===== config.mk =====
export PLATFORM = sky130hd
export DESIGN_NAME = alu_operand_entry
export DESIGN_NICKNAME = d
export VERILOG_FILES = /design/src/rtl/alu_operand_entry.sv
export SDC_FILE = /design/constraint.sdc
export NUM_CORES = 1
export LEC_CHECK = 0
export ABC_AREA = 1
export ABC_CLOCK_PERIOD_IN_PS = 1900
export CORE_ASPECT_RATIO = 1.75
export CORE_MARGIN = 10
export CORE_UTILIZATION = 30
export DETAILED_ROUTE_END_ITERATION = 6
export PLACE_DENSITY_LB_ADDON = 0.1
export SLEW_MARGIN = 10
export SYNTH_ARGS = -nofsm -noshare
export SYNTH_HDL_FRONTEND = slang
export SYNTH_SLANG_ARGS = --single-unit

===== constraint.sdc =====
create_clock -name clk -period 1.9 [get_ports clk]
set_input_delay 0.19 -clock clk [delete_from_list [all_inputs] [get_ports clk]]
set_output_delay 0.19 -clock clk [all_outputs]
set_load 0.01 [all_outputs]

===== src/rtl/alu_operand_entry.sv =====
// alu_operand_entry
//   Operand/opcode entry front end for a board-level ALU demo. Two raw push
//   buttons are synchronized and debounced. Each press of btn_next latches the
//   switch value into the next slot: A, then B, then the opcode. The optional
//   btn_back steps back one stage without changing any stored value.
//
//   Build option: define ALU_ENTRY_BACK_EN to compile in the btn_back path.
//   When it is undefined, btn_back is ignored and has no synchronizer and no
//   debouncer.
//
// Parameters
//   DB_CYCLES  debounce stable time in clk cycles (legal range 2 .. 2^24-1)
//
// Ports
//   clk       system clock; all state updates on its rising edge
//   rst       asynchronous reset, active low
//   sw        raw switches; operand or opcode value to load
//   btn_next  raw push button, active high; advances the entry stage
//   btn_back  raw push button, active high; returns one entry stage
//   a, b      registered operands
//   op        registered opcode (taken from sw[3:0])
//   stage     current entry stage: 0=A, 1=B, 2=OP, 3=DONE
//   valid     one-cycle pulse when a complete new operand set is present
//
// A clean raw press that first meets a clock edge at edge N causes the FSM
// to update at edge N+DB_CYCLES+2. Counting from the clock edge at which the
// raw input changed, that is DB_CYCLES+3 cycles.

module alu_operand_entry #(
    parameter int unsigned DB_CYCLES = 1000000
) (
    input  logic       clk,
    input  logic       rst,
    input  logic [7:0] sw,
    input  logic       btn_next,
    input  logic       btn_back,
    output logic [7:0] a,
    output logic [7:0] b,
    output logic [3:0] op,
    output logic [1:0] stage,
    output logic       valid
);

    localparam int unsigned CntW = 24;
    localparam logic [CntW-1:0] DbMax = CntW'(DB_CYCLES - 1);

`ifdef ALU_ENTRY_BACK_EN
    localparam int unsigned NumBtn = 2;
`else
    localparam int unsigned NumBtn = 1;
`endif

    typedef enum logic [1:0] {
        StA    = 2'd0,
        StB    = 2'd1,
        StOp   = 2'd2,
        StDone = 2'd3
    } state_e;

    // ------------------------------------------------------------------
    // Button inputs (bit 0 = next, bit 1 = back when compiled in)
    // ------------------------------------------------------------------
    logic [NumBtn-1:0] btn_raw;

`ifdef ALU_ENTRY_BACK_EN
    assign btn_raw = {btn_back, btn_next};
`else
    logic unused_btn_back;
    assign btn_raw         = btn_next;
    assign unused_btn_back = btn_back;
`endif

    // ------------------------------------------------------------------
    // Synchronizers and debouncers
    // ------------------------------------------------------------------
    logic [NumBtn-1:0] sync1_q;
    logic [NumBtn-1:0] sync2_q;
    logic [NumBtn-1:0] deb_q;
    logic [NumBtn-1:0] deb_d;
    logic [NumBtn-1:0] deb_prev_q;
    logic [NumBtn-1:0] press;
    logic [CntW-1:0]   cnt_q [NumBtn];
    logic [CntW-1:0]   cnt_d [NumBtn];

    // The counter only runs while a level change is pending, so any return
    // of the synchronized level to the debounced level restarts the wait.
    always_comb begin
        for (int i = 0; i < int'(NumBtn); i++) begin
            deb_d[i] = deb_q[i];
            cnt_d[i] = '0;
            if (sync2_q[i] != deb_q[i]) begin
                if (cnt_q[i] == DbMax) begin
                    deb_d[i] = sync2_q[i];
                end else begin
                    cnt_d[i] = cnt_q[i] + 1'b1;
                end
            end
        end
    end

    always_ff @(posedge clk or negedge rst) begin
        if (!rst) begin
            sync1_q    <= '0;
            sync2_q    <= '0;
            deb_q      <= '0;
            deb_prev_q <= '0;
            for (int i = 0; i < int'(NumBtn); i++) begin
                cnt_q[i] <= '0;
            end
        end else begin
            sync1_q    <= btn_raw;
            sync2_q    <= sync1_q;
            deb_q      <= deb_d;
            deb_prev_q <= deb_q;
            for (int i = 0; i < int'(NumBtn); i++) begin
                cnt_q[i] <= cnt_d[i];
            end
        end
    end

    // Rising edge of the debounced level only; releases give no event.
    assign press = deb_q & ~deb_prev_q;

    logic ev_next;
    logic ev_back;

`ifdef ALU_ENTRY_BACK_EN
    // Coincident next and back cancel each other.
    assign ev_next = press[0] & ~press[1];
    assign ev_back = press[1] & ~press[0];
`else
    assign ev_next = press[0];
    assign ev_back = 1'b0;
`endif

    // ------------------------------------------------------------------
    // Entry FSM: state register
    // ------------------------------------------------------------------
    state_e state_q;
    state_e state_d;

    always_ff @(posedge clk or negedge rst) begin
        if (!rst) begin
            state_q <= StA;
        end else begin
            state_q <= state_d;
        end
    end

    // ------------------------------------------------------------------
    // Entry FSM: next-state logic
    // ------------------------------------------------------------------
    always_comb begin
        state_d = state_q;
        unique case (state_q)
            StA: begin
                if (ev_next) state_d = StB;
            end
            StB: begin
                if (ev_next)      state_d = StOp;
                else if (ev_back) state_d = StA;
            end
            StOp: begin
                if (ev_next)      state_d = StDone;
                else if (ev_back) state_d = StB;
            end
            StDone: begin
                if (ev_next)      state_d = StA;
                else if (ev_back) state_d = StOp;
            end
            default: state_d = StA;
        endcase
    end

    // ------------------------------------------------------------------
    // Operand registers and valid pulse
    // ------------------------------------------------------------------
    logic [7:0] a_q;
    logic [7:0] b_q;
    logic [3:0] op_q;
    logic       valid_q;

    // sw is deliberately not synchronized: it is only sampled in the event
    // cycle, long after the switches have settled behind the debounce delay.
    always_ff @(posedge clk or negedge rst) begin
        if (!rst) begin
            a_q     <= '0;
            b_q     <= '0;
            op_q    <= '0;
            valid_q <= 1'b0;
        end else begin
            if (ev_next) begin
                unique case (state_q)
                    StA:     a_q  <= sw;
                    StB:     b_q  <= sw;
                    StOp:    op_q <= sw[3:0];
                    default: ;
                endcase
            end
            valid_q <= (state_d == StDone) && (state_q != StDone);
        end
    end

    // ------------------------------------------------------------------
    // Entry FSM: outputs
    // ------------------------------------------------------------------
    always_comb begin
        stage = state_q;
        valid = valid_q;
        a     = a_q;
        b     = b_q;
        op    = op_q;
    end

endmodule


======== Word level (Yosys, flattened, before mapping) ========
Index checks and enable logic that the tools add are counted.
word-level totals
  word-level logic and storage cells ...... 33
  input port bits ......................... 12
  bits in registers ....................... 51
cells by class
  $add $sub $neg .......................... 1
  bitwise gates (word level) .............. 2
  muxes and demuxes ....................... 7
  equality and inequality tests ........... 7
  reduce and logical (&&, ||, !) cells .... 6
operator list
  kind                                              count
  two-way mux 24 bit                                2
  adder 24 x 1 -> 24 bit (second input constant)    1
  == test 24 x 20 -> 1 bit (second input constant)  1
  two-way mux 2 bit                                 4
  one-hot mux 2 bit (4 select lines)                1
  AND reduction 2 bit                               4
  == test 2 bit (second input constant)             3
  == test 2 x 1 -> 1 bit (second input constant)    1
  zero test 2 bit                                   1
  inequality test 2 bit (second input constant)     1
  AND 1 bit                                         1
  logical AND 1 bit                                 1
  inequality test 1 bit                             1
  inverter 1 bit                                    1

======== Longest topological paths before layout ========
  depth after elaboration ................. 6
  gate-level depth with buffers ........... 9
  gate-level depth less buffers ........... 9

======== Worst setup path after synthesis ========
No wires, ideal clock.
  path type ............................... reg-to-reg
  start point ............................. register cnt_q[0] (netlist name)
  end point ............................... register cnt_q[14] (netlist name)
  buffers on the path ..................... 0
  cell stages (with the launch flop) ...... 9
  period minus slack after synthesis ...... 1333 ps
  library setup time ...................... 120 ps
  slack ................................... 567 ps
  data required time ...................... 1780 ps
  data arrival time ....................... 1214 ps
  cell sequence ........................... dfrtp_1 > ha_1 > nand2_2 > nor2_4 > nand2_4 > nor2_2 > nand3_2 > nand2_2 > nor2_1
RTL lines
  item                               line  text
  from (decl)                        82    logic [CntW-1:0] cnt_q [NumBtn];
  from (signal, indexed assignment)  116   cnt_q[i] <= cnt_d[i];

==> flow_metrics.tcl <==
set metrics [dict create \
    status "completed" \
    cp.arrival_ns 1.77 \
    synthTopCellsByArea "dfrtp_1, nand2_1, nor2_1, inv_1, nand3_1" \
    vias_per_cell 4.50 \
    synthesis.nets 314 \
    synth_flop_cell "dfrtp_1" \
    combPwrFrac_pct 3.4 \
    stdcell_count 434 \
    fin_area_um2 3140 \
    r2r_start "cnt_q[0]$_DFF_PN0_" \
    h-tree-depth 2 \
    switchingPower_mw 0.490 \
    ys_seq_elements 51 \
    cts_setup_buffers 0 \
    die_area_um2 12600 \
    async_reset_ff_share_pct 100 \
    cts_tree "done" \
    yosysMostFrequentCell "nand2_1" \
    min_path_cells 1 \
    leakagePower_nw 1.41 \
    grt_max_degree 22 \
    die_h_um 141 \
    clockBufferDepth 2 \
    fmax_ghz 0.630 \
    yosysWarningCount 0 \
    required_ns 2.08 \
    antenna_found_initial 0 \
    pwr-share-seq_pct 49.0 \
    syn_area_per_cell_um2 8.38 \
    reg2reg_depth 8 \
    placed_area_um2 2960 \
    core_area_um2 8260 \
    yosysSeqAreaShare_pct 50.6 \
    synth_enable_flop_cells 0 \
    tns_ns 0 \
    drv_cap 0 \
    finalWorstPathRequiredPeriod_ns 1.59 \
    area_delta_synth_final_pct 24.5 \
    first_pass_iters 4 \
    reg2reg_to "cnt_q[14]$_DFF_PN0_" \
    vias 1953 \
    die_w_um 89.3 \
    portBuffers 33 \
    place_congestion 0.852 \
    worst_slew_pin_slew_ns 0.471 \
    critPathKind "register to register" \
    post-route-drc-count 0 \
    p_per_area_nw_per_um2 713 \
    hold_path.class "input port to register" \
    layout.nets 354 \
    finClkSkew_ns 0.00341 \
    r2r_slack_ns 0.31 \
    switching_share_pct 21.9 \
    initial_utilization_pct 30.5 \
    first_global_vias 2059 \
    root_buffer "clkbuf_16" \
    drt_wl_total_mm 6.35 \
    clock_power_share_pct 47.6 \
    finalWorstSetupSlack_ns 0.313 \
    relSlewSlack_pct 68.6 \
    final_layout_size_suffix_gt1_share_pct 12.9 \
    hold_path_startpoint "btn_next" \
    hold_path_end "sync1_q$_DFF_PN0_" \
    grt_pass1_wl_mm 10.4 \
    synth.distinct_cells 27 \
    drt_iter0_drc 55 \
    pre_cts_ws_ns 0.296 \
    io_pins 35 \
    fillers 862 \
    synth_area_um2 2520 \
    start_kind "register" \
    grtUsageTotal_pct 10.9 \
    internal_power_mw 1.75 \
    finalHoldViolCount 0 \
    wl_per_cell_um 14.6 \
    synth_top_area_share_pct 50.6 \
    cts_made_buffers 5 \
    finalSetupViolCount 0 \
    vdd_drop_max_v 0.000583 \
    period_share_pct 83.5 \
    fp-row-count 44 \
    synth_cells 301 \
    diodes 0 \
    maxSlewViolCount 0 \
    ant_nets 0 \
    rsz0062_at_grt "no" \
    wl_met1_mm 2.30 \
    met2_length_mm 3.48 \
    fin_hold_ws_ns 0.328 \
    dp_hpwl_mm 4.96 \
    cts_sinks 51 \
    clock_latency_ns 0.30 \
    top_layer_used "met4" \
    route.met3.wl_um 412 \
    overflow 0 \
    crit_fanout 7 \
    endpoint_kind "register" \
    cts.clk_slew.worst_paths_ns 0.07 \
    yosys-top-cells-count "nand2_1, nor2_1, dfrtp_1" \
    dp_cells 425 \
    yosysTopAreaCell "dfrtp_1" \
]
[state kept, by name, indices dropped and copies added, names as in the netlist]
signal and count:
sync1_q 1, stage 2, sync2_q 1, deb_prev_q 1, a 8, deb_q 1, valid 1, op 4
cnt_q 24, b 8
[final cells by class]
class / count / area (µm²) / area share (%)
clock inverter: 3 / 47.5 / 1.51
tap: 92 / 115 / 3.67
inverter: 32 / 120 / 3.83
sequential: 51 / 1280 / 40.7
multi-input combinational: 215 / 1100 / 35.2
timing repair buffer: 36 / 350 / 11.2
clock buffer: 5 / 125 / 3.99
[repair_timing]
item	CTS	global route
hold buffers	1	0
hold endpoints to repair	19	0
resized for setup	0	0
[critical path, cell delays in order (launching register included)]
cell and delay [ns]:
dfrtp_1 0.38, ha_1 0.22, nand2_2 0.09, nor2_4 0.17, nand2_4 0.11, nor2_2 0.10
nand3_2 0.11, nand2_2 0.21, nor2_1 0.08
[kinds of logic after synthesis]
| group | after synthesis | synth area share (%) |
|---|---|---|
| flip-flops | 51 | 50.6 |
| adder cells (fa/ha/maj) | 1 | 0.496 |
| AO/OA/AOI/OAI | 26 | 5.26 |
| AND/OR/NAND/NOR | 175 | 33.2 |
| XOR/XNOR | 13 | 4.81 |
| buffers and inverters | 35 | 5.60 |
[worst max path at each step]
stage	from	endpoint	slack, ns	depth (start not counted)
floorplan	cnt_q[0]$_DFF_PN0_	cnt_q[14]$_DFF_PN0_	0.57	8
global placement	cnt_q[0]$_DFF_PN0_	cnt_q[14]$_DFF_PN0_	0.32	8
detailed placement	cnt_q[0]$_DFF_PN0_	cnt_q[14]$_DFF_PN0_	0.30	8
CTS	cnt_q[0]$_DFF_PN0_	cnt_q[14]$_DFF_PN0_	0.27	8
global route	cnt_q[0]$_DFF_PN0_	cnt_q[22]$_DFF_PN0_	0.17	8
finish	cnt_q[0]$_DFF_PN0_	cnt_q[14]$_DFF_PN0_	0.31	8
[cell usage in the layout, fill, tap and decap left out]
cell type | netlist | routed
o21ai_1 | 16 | 16
nand2_1 | 70 | 70
nor2_4 | 8 | 8
nand2_4 | 2 | 2
nor3b_1 | 2 | 2
clkbuf_16 | 0 | 5
nor3_1 | 1 | 1
nand2_2 | 6 | 6
o21ai_0 | 6 | 6
and2_2 | 1 | 1
xor2_1 | 8 | 8
clkinv_4 | 0 | 1
ha_1 | 1 | 1
dfrtp_1 | 51 | 51
a21oi_1 | 3 | 3
and2_1 | 1 | 1
o21bai_1 | 1 | 1
nor2_2 | 6 | 6
buf_2 | 2 | 1
nor3_2 | 1 | 1
inv_2 | 4 | 4
buf_4 | 0 | 2
bufinv_16 | 0 | 1
xnor2_1 | 4 | 4
dlygate4sd3_1 | 0 | 1
nand3_2 | 4 | 4
xor2_2 | 1 | 1
clkdlybuf4s50_1 | 0 | 32
inv_1 | 28 | 28
nand3_1 | 18 | 18
inv_6 | 0 | 1
nand4_1 | 3 | 3
nor2_1 | 52 | 52
[power groups by stage]
stage | Clock (mW) | Sequential [mW] | Combinational [mW]
after floorplan | 0 | 1.12 | 0.0256
after global placement | 0 | 1.12 | 0.0776
after detailed placement | 0 | 1.12 | 0.0782
after CTS | 1.11 | 1.10 | 0.0801
after global routing | 1.12 | 1.10 | 0.0865
final | 1.07 | 1.10 | 0.0756
[per-layer routing]
metal	track usage, %	vias up
met3	4.13	8
met2	19.9	37
met5	0	-
li1	-	1017
met4	4.80	0
met1	10.3	891
[metrics by stage]
stage                     power, mW  utilization, %
after global routing           2.31            38.0
after floorplan                1.14               -
after global placement         1.20            35.8
after detailed placement       1.20            35.8
final                          2.24            38.0
after CTS                      2.29            38.0
(Power assumes the default switching activity.)
